## src/rtl/mer_pkg.sv

```systemverilog
// Shared fixed-point widths, FSM encoding and slicer reference constant for the MER meter.
// Also holds the per-symbol term helpers so slicer-side blocks compute them identically.
package mer_pkg;

   localparam int DATA_W = 18;
   localparam int FRAC_W = 17;

   localparam logic signed [DATA_W-1:0] REF_INIT = 18'sd87381;

   typedef enum logic [1:0] {
      IDLE  = 2'd0,
      ACCUM = 2'd1,
      LATCH = 2'd2
   } mer_state_t;

   // The most negative code has no positive twin in 1s17, so it clips to full scale.
   function automatic logic [DATA_W-1:0] abs_sat(input logic signed [DATA_W-1:0] x);
      logic [DATA_W-1:0] r;
      if (x == {1'b1, {(DATA_W-1){1'b0}}})
         r = {1'b0, {(DATA_W-1){1'b1}}};
      else if (x[DATA_W-1])
         r = $unsigned(-x);
      else
         r = $unsigned(x);
      return r;
   endfunction

   function automatic logic [DATA_W-1:0] sq_term(input logic signed [DATA_W-1:0] x);
      logic signed [2*DATA_W-1:0] p;
      p = x * x;
      return DATA_W'(p >> FRAC_W);
   endfunction

endpackage

```

## src/rtl/mer_accum.sv

```systemverilog
// Unsigned window accumulator: load replaces the sum with din, clr zeroes it, en adds din.
// One-cycle update, no backpressure; priority is load > clr > en.
module mer_accum #(
   parameter int DIN_W = 18,
   parameter int ACC_W = 38
) (
   input  logic             clk,
   input  logic             reset,
   input  logic             clr,
   input  logic             load,
   input  logic             en,
   input  logic [DIN_W-1:0] din,
   output logic [ACC_W-1:0] acc
);

   always_ff @(posedge clk or negedge reset) begin
      if (!reset)
         acc <= '0;
      else if (load)
         acc <= ACC_W'(din);
      else if (clr)
         acc <= '0;
      else if (en)
         acc <= acc + ACC_W'(din);
   end

endmodule

```

## src/rtl/mer_meter.sv

```systemverilog
// Per-window mean |dec_var|, mean error^2 and symbol-error count; results pulse out one
// cycle after the LATCH state that follows the last accepted symbol. No backpressure.
module mer_meter #(
   parameter int WIN_LOG2 = 20,
   parameter logic signed [mer_pkg::DATA_W-1:0] REF_INIT = mer_pkg::REF_INIT
) (
   input  logic                               clk,
   input  logic                               reset,
   input  logic                               sym_clk_en,
   input  logic                               clear_accum,
   input  logic signed [mer_pkg::DATA_W-1:0]  dec_var,
   input  logic signed [mer_pkg::DATA_W-1:0]  error,
   input  logic                               sym_error,
   output logic signed [mer_pkg::DATA_W-1:0]  ref_level,
   output logic        [mer_pkg::DATA_W-1:0]  err_power,
   output logic        [WIN_LOG2:0]           sym_err_count,
   output logic                               result_valid,
   output logic                               busy
);
   import mer_pkg::*;

   localparam int ACC_W = DATA_W + WIN_LOG2;
   localparam logic [WIN_LOG2-1:0] CNT_LAST = {WIN_LOG2{1'b1}};
   localparam logic [WIN_LOG2:0]   ERR_MAX  = {1'b1, {WIN_LOG2{1'b0}}};

   mer_state_t state, state_nxt;
   logic start, add, latch, take;

   logic [DATA_W-1:0]   abs_val, sq_val;
   logic [ACC_W-1:0]    acc_abs, acc_sq;
   logic [WIN_LOG2-1:0] sym_cnt;
   logic [WIN_LOG2:0]   err_cnt;

   assign abs_val = abs_sat(dec_var);
   assign sq_val  = sq_term(error);

   always_ff @(posedge clk or negedge reset) begin
      if (!reset)
         state <= IDLE;
      else
         state <= state_nxt;
   end

   // start: a fresh window begins next cycle; take: this cycle's symbol seeds it.
   always_comb begin
      state_nxt = state;
      start     = 1'b0;
      add       = 1'b0;
      latch     = 1'b0;
      busy      = 1'b0;
      case (state)
         IDLE: begin
            if (clear_accum) begin
               start     = 1'b1;
               state_nxt = ACCUM;
            end
         end
         ACCUM: begin
            busy = 1'b1;
            if (clear_accum) begin
               start = 1'b1;
            end else if (sym_clk_en) begin
               add = 1'b1;
               if (sym_cnt == CNT_LAST)
                  state_nxt = LATCH;
            end
         end
         LATCH: begin
            busy      = 1'b1;
            start     = 1'b1;
            latch     = 1'b1;
            state_nxt = ACCUM;
         end
         default: state_nxt = IDLE;
      endcase
   end

   assign take = start & sym_clk_en;

   mer_accum #(.DIN_W(DATA_W), .ACC_W(ACC_W)) u_acc_abs (
      .clk  (clk),
      .reset(reset),
      .clr  (start),
      .load (take),
      .en   (add),
      .din  (abs_val),
      .acc  (acc_abs)
   );

   mer_accum #(.DIN_W(DATA_W), .ACC_W(ACC_W)) u_acc_sq (
      .clk  (clk),
      .reset(reset),
      .clr  (start),
      .load (take),
      .en   (add),
      .din  (sq_val),
      .acc  (acc_sq)
   );

   always_ff @(posedge clk or negedge reset) begin
      if (!reset) begin
         sym_cnt <= '0;
         err_cnt <= '0;
      end else if (start) begin
         sym_cnt <= take ? WIN_LOG2'(1) : '0;
         err_cnt <= (take && sym_error) ? (WIN_LOG2+1)'(1) : '0;
      end else if (add) begin
         sym_cnt <= sym_cnt + WIN_LOG2'(1);
         if (sym_error && err_cnt != ERR_MAX)
            err_cnt <= err_cnt + (WIN_LOG2+1)'(1);
      end
   end

   always_ff @(posedge clk or negedge reset) begin
      if (!reset) begin
         ref_level     <= REF_INIT;
         err_power     <= '0;
         sym_err_count <= '0;
         result_valid  <= 1'b0;
      end else begin
         result_valid <= latch;
         if (latch) begin
            ref_level     <= $signed(DATA_W'(acc_abs >> WIN_LOG2));
            err_power     <= DATA_W'(acc_sq >> WIN_LOG2);
            sym_err_count <= err_cnt;
         end
      end
   end

endmodule
```

## config.mk

```make
export PLATFORM = sky130hd
export DESIGN_NAME = mer_meter
export DESIGN_NICKNAME = d
export VERILOG_FILES = /design/src/rtl/mer_pkg.sv /design/src/rtl/mer_accum.sv /design/src/rtl/mer_meter.sv
export SDC_FILE = /design/constraint.sdc
export NUM_CORES = 1
export LEC_CHECK = 0
export ABC_AREA = 1
export CAP_MARGIN = 10
export CORE_MARGIN = 2
export CORE_UTILIZATION = 43
export CTS_BUF_LIST = sky130_fd_sc_hd__clkbuf_2
export DETAILED_ROUTE_END_ITERATION = 8
export DONT_BUFFER_PORTS = 1
export PLACE_DENSITY = 0.63
export SKIP_CTS_REPAIR_TIMING = 1
export SYNTH_ARGS = -nofsm -noshare
export SYNTH_HDL_FRONTEND = slang
export SYNTH_SLANG_ARGS = --single-unit
```

## constraint.sdc

```tcl
create_clock -name clk -period 2.35 [get_ports clk]
set_clock_uncertainty 0.05 [all_clocks]
set_input_delay 0.47 -clock clk [delete_from_list [all_inputs] [get_ports clk]]
set_output_delay 0.47 -clock clk [all_outputs]
set_load 0.03 [all_outputs]
```

# Word level (Yosys, flattened, before mapping)
# Cells that the tools add are included.
[word_totals]
ff_bits = 177
input_bits = 41
out_inout_bits = 59
word_cells = 62
[classes]
add_sub_neg = 5
multipliers = 1
n_eq_ne = 9
muxes = 27
n_bitwise = 1
n_reduce_logical = 10
[ops]
columns = ["cell", "n"]
rows = [
  ["$mux 38", 6],
  ["$add 38x18->38", 2],
  ["$mux 21", 3],
  ["$mux 20", 2],
  ["$mux 18", 2],
  ["$mul 18x18->35", 1],
  ["$add 21x1->21 const B", 1],
  ["$ne 21x21->1 const B", 1],
  ["$add 20x1->20 const B", 1],
  ["$eq 20x20->1 const B", 1],
  ["$eq 18x18->1 const B", 1],
  ["$neg 18->18", 1],
  ["$mux 1", 8],
  ["$mux 2", 4],
  ["$ne 2x2->1 const B", 4],
  ["$pmux 2 s3", 1],
  ["$reduce_and 4->1", 1],
  ["$reduce_bool 2->1", 2],
  ["$reduce_or 2->1", 2],
  ["$reduce_bool 3->1", 1],
  ["$eq 2x1->1 const B", 1],
  ["$eq 2x2->1 const B", 1],
  ["$logic_and 1x1->1", 2],
  ["$logic_not 2->1", 1],
  ["3 further kinds", 3],
]

# Logic depth before layout (Yosys ltp)
[logic_depth]
ltp_word = 7
mapped_depth = 44
ltp_nobuf = 42

# Modules after synthesis
# A second synthesis with hierarchy kept.
[hier_totals]
hier_cells = 3140
area_unflattened_um2 = 23585.1
[modules_own_cells]
columns = ["mod", "instances", "cells_each", "area_per_inst_um2", "seq_area_each_um2"]
rows = [
  ["mer_meter", 1, 2082, 16796.1, 2538.7],
  ["mer_accum", 2, 529, 3394.5, 950.9],
]

# Least setup slack after synthesis
# No wires, ideal clock.
[synth_timing]
path_type = "input -> register"
start = "input error[2] in the netlist's numbering"
end = "register u_acc_sq.acc[28]"
setup_time_ns = 0.117
arrival_time_ns = 6.941
required_time_ns = 2.183
slack_ns = -4.758
stages = 33
path_buffers = 2
cell_sequence = "clkbuf_1 > clkbuf_1 > nand2_1 > inv_1 > fa_1 > fa_1 > ha_1 > inv_1 > fa_1 > inv_1 > fa_1 > inv_1 > fa_1 > inv_1 > ha_1 > a21oi_1 > o21bai_1 > inv_1 > nand2_1 > a21oi_1 > nand3_1 > and2_1 > ha_1 > a21oi_1 > inv_1 > a21oi_1 > nor2_1 > o21ai_0 > nand3_1 > nand3_1 > nand2_1 > nand2_1 > nor2_1"
[synth_via]
elab_chain_cells = 5
[synth_lines]
columns = ["item", "line", "rtl"]
rows = [
  ["from (decl)", "mer_meter.sv:12", "input logic signed [mer_pkg::DATA_W-1:0] error,"],
  ["$mul 18x18->35", "mer_pkg.sv:30", "p = x * x;"],
  ["$add 38x18->38", "mer_accum.sv:24", "acc <= acc + ACC_W'(din);"],
  ["$mux 38", "mer_accum.sv:23", "else if (en)"],
  ["$mux 38", "mer_accum.sv:21", "else if (clr)"],
  ["$mux 38", "mer_accum.sv:19", "else if (load)"],
  ["to (signal assigned)", "mer_accum.sv:20", "acc <= ACC_W'(din);"],
  ["to (signal assigned)", "mer_accum.sv:24", ""],
  ["to (decl)", "mer_accum.sv:13", "output logic [ACC_W-1:0] acc"],
]
# Every way passes these cells. The select of a mux whose other input is x is not followed.
# A chain may end at the register's enable or synchronous reset.

# Worst setup path after layout
[layout_timing]
start = "input error[17] in the netlist's numbering"
end = "register u_acc_sq.acc[28]"
# The elaborated chain is that of the path after synthesis.

==> results.yml <==
min_path:
  hold_class: "primary input to asynchronous set/reset pin"
timing:
  hold_violations: 177
  relSlewSlack_pct: 61.7
  finalCriticalPeriod_ps: 5930
  fin_crit_sh_pct: 252
  worst_pin_slew_ps: 574
  max_clock_freq_mhz: 169
  rsz0062_at_grt: "yes"
  tns_ps: -128360
  whs_ps: -783
  fin_ws_ps: -3580
  setup_viol: 40
  finalMaxSlewViolations: 0
worst_setup_path:
  max_stage_delay_ps: 650
  cp-start-kind: "primary input"
  endpoint_kind: "register"
  worstPathMaxFanout: 21
  critPathMostFrequentCell: "inv_2"
  path_class: "primary input to register"
  arrival_ps: 6670
  slowest_stage: "fa_2"
  worstPathRequired_ps: 3090
logic_synthesis:
  synth_cell_type_count: 57
  synth_top_cell_area_share_pct: 25.4
  synth-async-reset-ratio_pct: 100
  synth_area_leaders: "fa_1 25%, dfrtp_1 18%, nand2_1 12%, inv_1 12%, ha_1 7.5%"
  synth_area_per_cell_um2: 7.36
  synth_commonest_cells: "749 x nand2_1, 717 x inv_1, 295 x fa_1"
  yosysSeqAreaShare_pct: 19.1
  synth_area_um2: 23300
  yosysTopAreaCell: "fa_1"
  yosysMostFrequentCell: "nand2_1"
  synth-edff-count: 0
  ys.flop_type: "dfrtp_1"
  synth_seq_cells: 177
  synth_cells: 3159
  ys_warn_count: 0
  synth_nets: 3635
placement:
  placed_cells: 4071
  hpwlAfterDp_mm: 49.6
  port_buffers: 0
  dpl-instance-area_um2: 27400
  finalWeightedCongestion: 0.916
final_layout:
  fin_area_um2: 29100
  final_cells: 4157
  area_growth_pct: 25.3
  drive_gt1_share_pct: 26.2
  fin_nets: 3923
drt:
  vias: 20900
  drt_first_pass_iters: 5
  antenna_left: 0
  vias_per_cell: 5.03
  drt-total-wl_mm: 62.0
  dr.first_iter.drc_count: 1243
  routedWlPerCell_um: 14.9
  drc: 0
global_route:
  overflow: 0
  track_usage_pct: 22.5
  gr-usage-met2_pct: 41.3
  met1_usage_pct: 28.8
  grt_pass1_wl_mm: 104
  grt_util_met3_pct: 2.66
  grt.busiest_layer: "met2"
  grt_max_degree: 178
  antenna_found_initial: 1
  first_global_vias: 21700
floorplanning:
  die_x_um: 237
  dieArea_um2: 56000
  pin_count: 100
  num_rows: 85
  die_y_um: 237
  fp.coreArea_um2: 53600
  start_util_pct: 43.4
cts:
  clk_latency_ps: 850
  cts-root-buf: "clkbuf_2"
  cts_sinks: 177
  clkTransAtPathRegs_ps: 270
  htreeDepth: 4
  cts_tree: "built"
  cts_buffer_depth: 2
  numCtsBuffers: 17
outcome:
  status: "finished, violations left"
  violations: "hold timing, setup timing"
job:
  max_cap_violations: 0
==> cells by family after synthesis <==
logic type,Yosys count,synth area share [%]
adder cells (fa/ha/maj),435,32.9
multiplexers,4,0.194
XOR/XNOR,29,1.12
flip-flops,177,19.1
AND/OR/NAND/NOR,1389,25.9
AO/OA/AOI/OAI,313,7.40
buffers and inverters,812,13.4
==> worst max-delay path, delay by kind of cell <==
family / cells / cell delay, ps
adder cells (fa/ha/maj): 8 / 3840
buffers and inverters: 8 / 540
AND/OR/NAND/NOR: 16 / 1790
==> layout make-up <==
| type | instances | area (um2) |
|---|---|---|
| Tap cell | 696 | 871 |
| Antenna cell | 1 | 2.50 |
| Fill cell | 5045 | 24500 |
| Clock buffer | 18 | 90.1 |
| Multi-Input combinational cell | 2170 | 18000 |
| Sequential cell | 177 | 4440 |
| Clock inverter | 14 | 130 |
| Timing Repair Buffer | 354 | 2850 |
| Inverter | 727 | 2750 |
==> metal layers <==
layer	vias up	wire length, um
met5	-	0
met1	10300	26500
met2	379	32300
li1	10200	-
met3	67	2270
met4	0	901
==> path summary, 6_finish.rpt <==
kind | cells after the start | end | slack (ps) | startpoint
max in group asynchronous | 0 | ref_level[2] | 2680 | reset
setup reg to reg | 15 | u_acc_sq.acc[27] | 140 | u_acc_sq.acc[0]
setup / recovery | 32 | u_acc_sq.acc[28] | -3580 | error[17]
min in group clk | 5 | u_acc_abs.acc[2] | 10 | dec_var[17]
hold reg to reg | 1 | sym_cnt[13] | 440 | sym_cnt[13]
hold / removal | 0 | sym_err_count[10] | -780 | reset
==> sequential cells by signal (all words and copies together), names as in the netlist <==
signal,flops
u_acc_sq.acc,38
state,2
err_power,18
sym_err_count,21
err_cnt,21
sym_cnt,20
ref_level,18
u_acc_abs.acc,38
result_valid,1
==> through the flow <==
stage                     worst slack (ps)  utilization, %
final                                -3580            54.4
after floorplan                      -4130               -
after global routing                 -3730            54.4
after CTS                            -3770            51.5
after detailed placement             -4700            51.1
after global placement               -4570            51.1
==> cells in the final DEF, fill, tap and decap left out, types with 14 or more instances in the layout <==
master	instances
inv_1	649
nand2_1	640
buf_4	318
fa_1	271
nor2_1	232
dfrtp_1	168
nand3_1	124
a21oi_1	121
ha_1	82
nand2_2	80
inv_2	71
ha_4	57
nand4_1	56
a21oi_2	56
o21ai_0	43
nand2_4	40
nor3_1	38
nand3_2	35
o21ai_1	30
nor2_4	27
nor2_2	24
fa_2	24
xor2_1	19
clkbuf_2	18
nor3_2	15
and2_4	14
dlygate4sd3_1	14
Power is left out: the tool's default activity adds up to more than one toggle a clock period on the data nets, which glitch-free logic cannot reach.
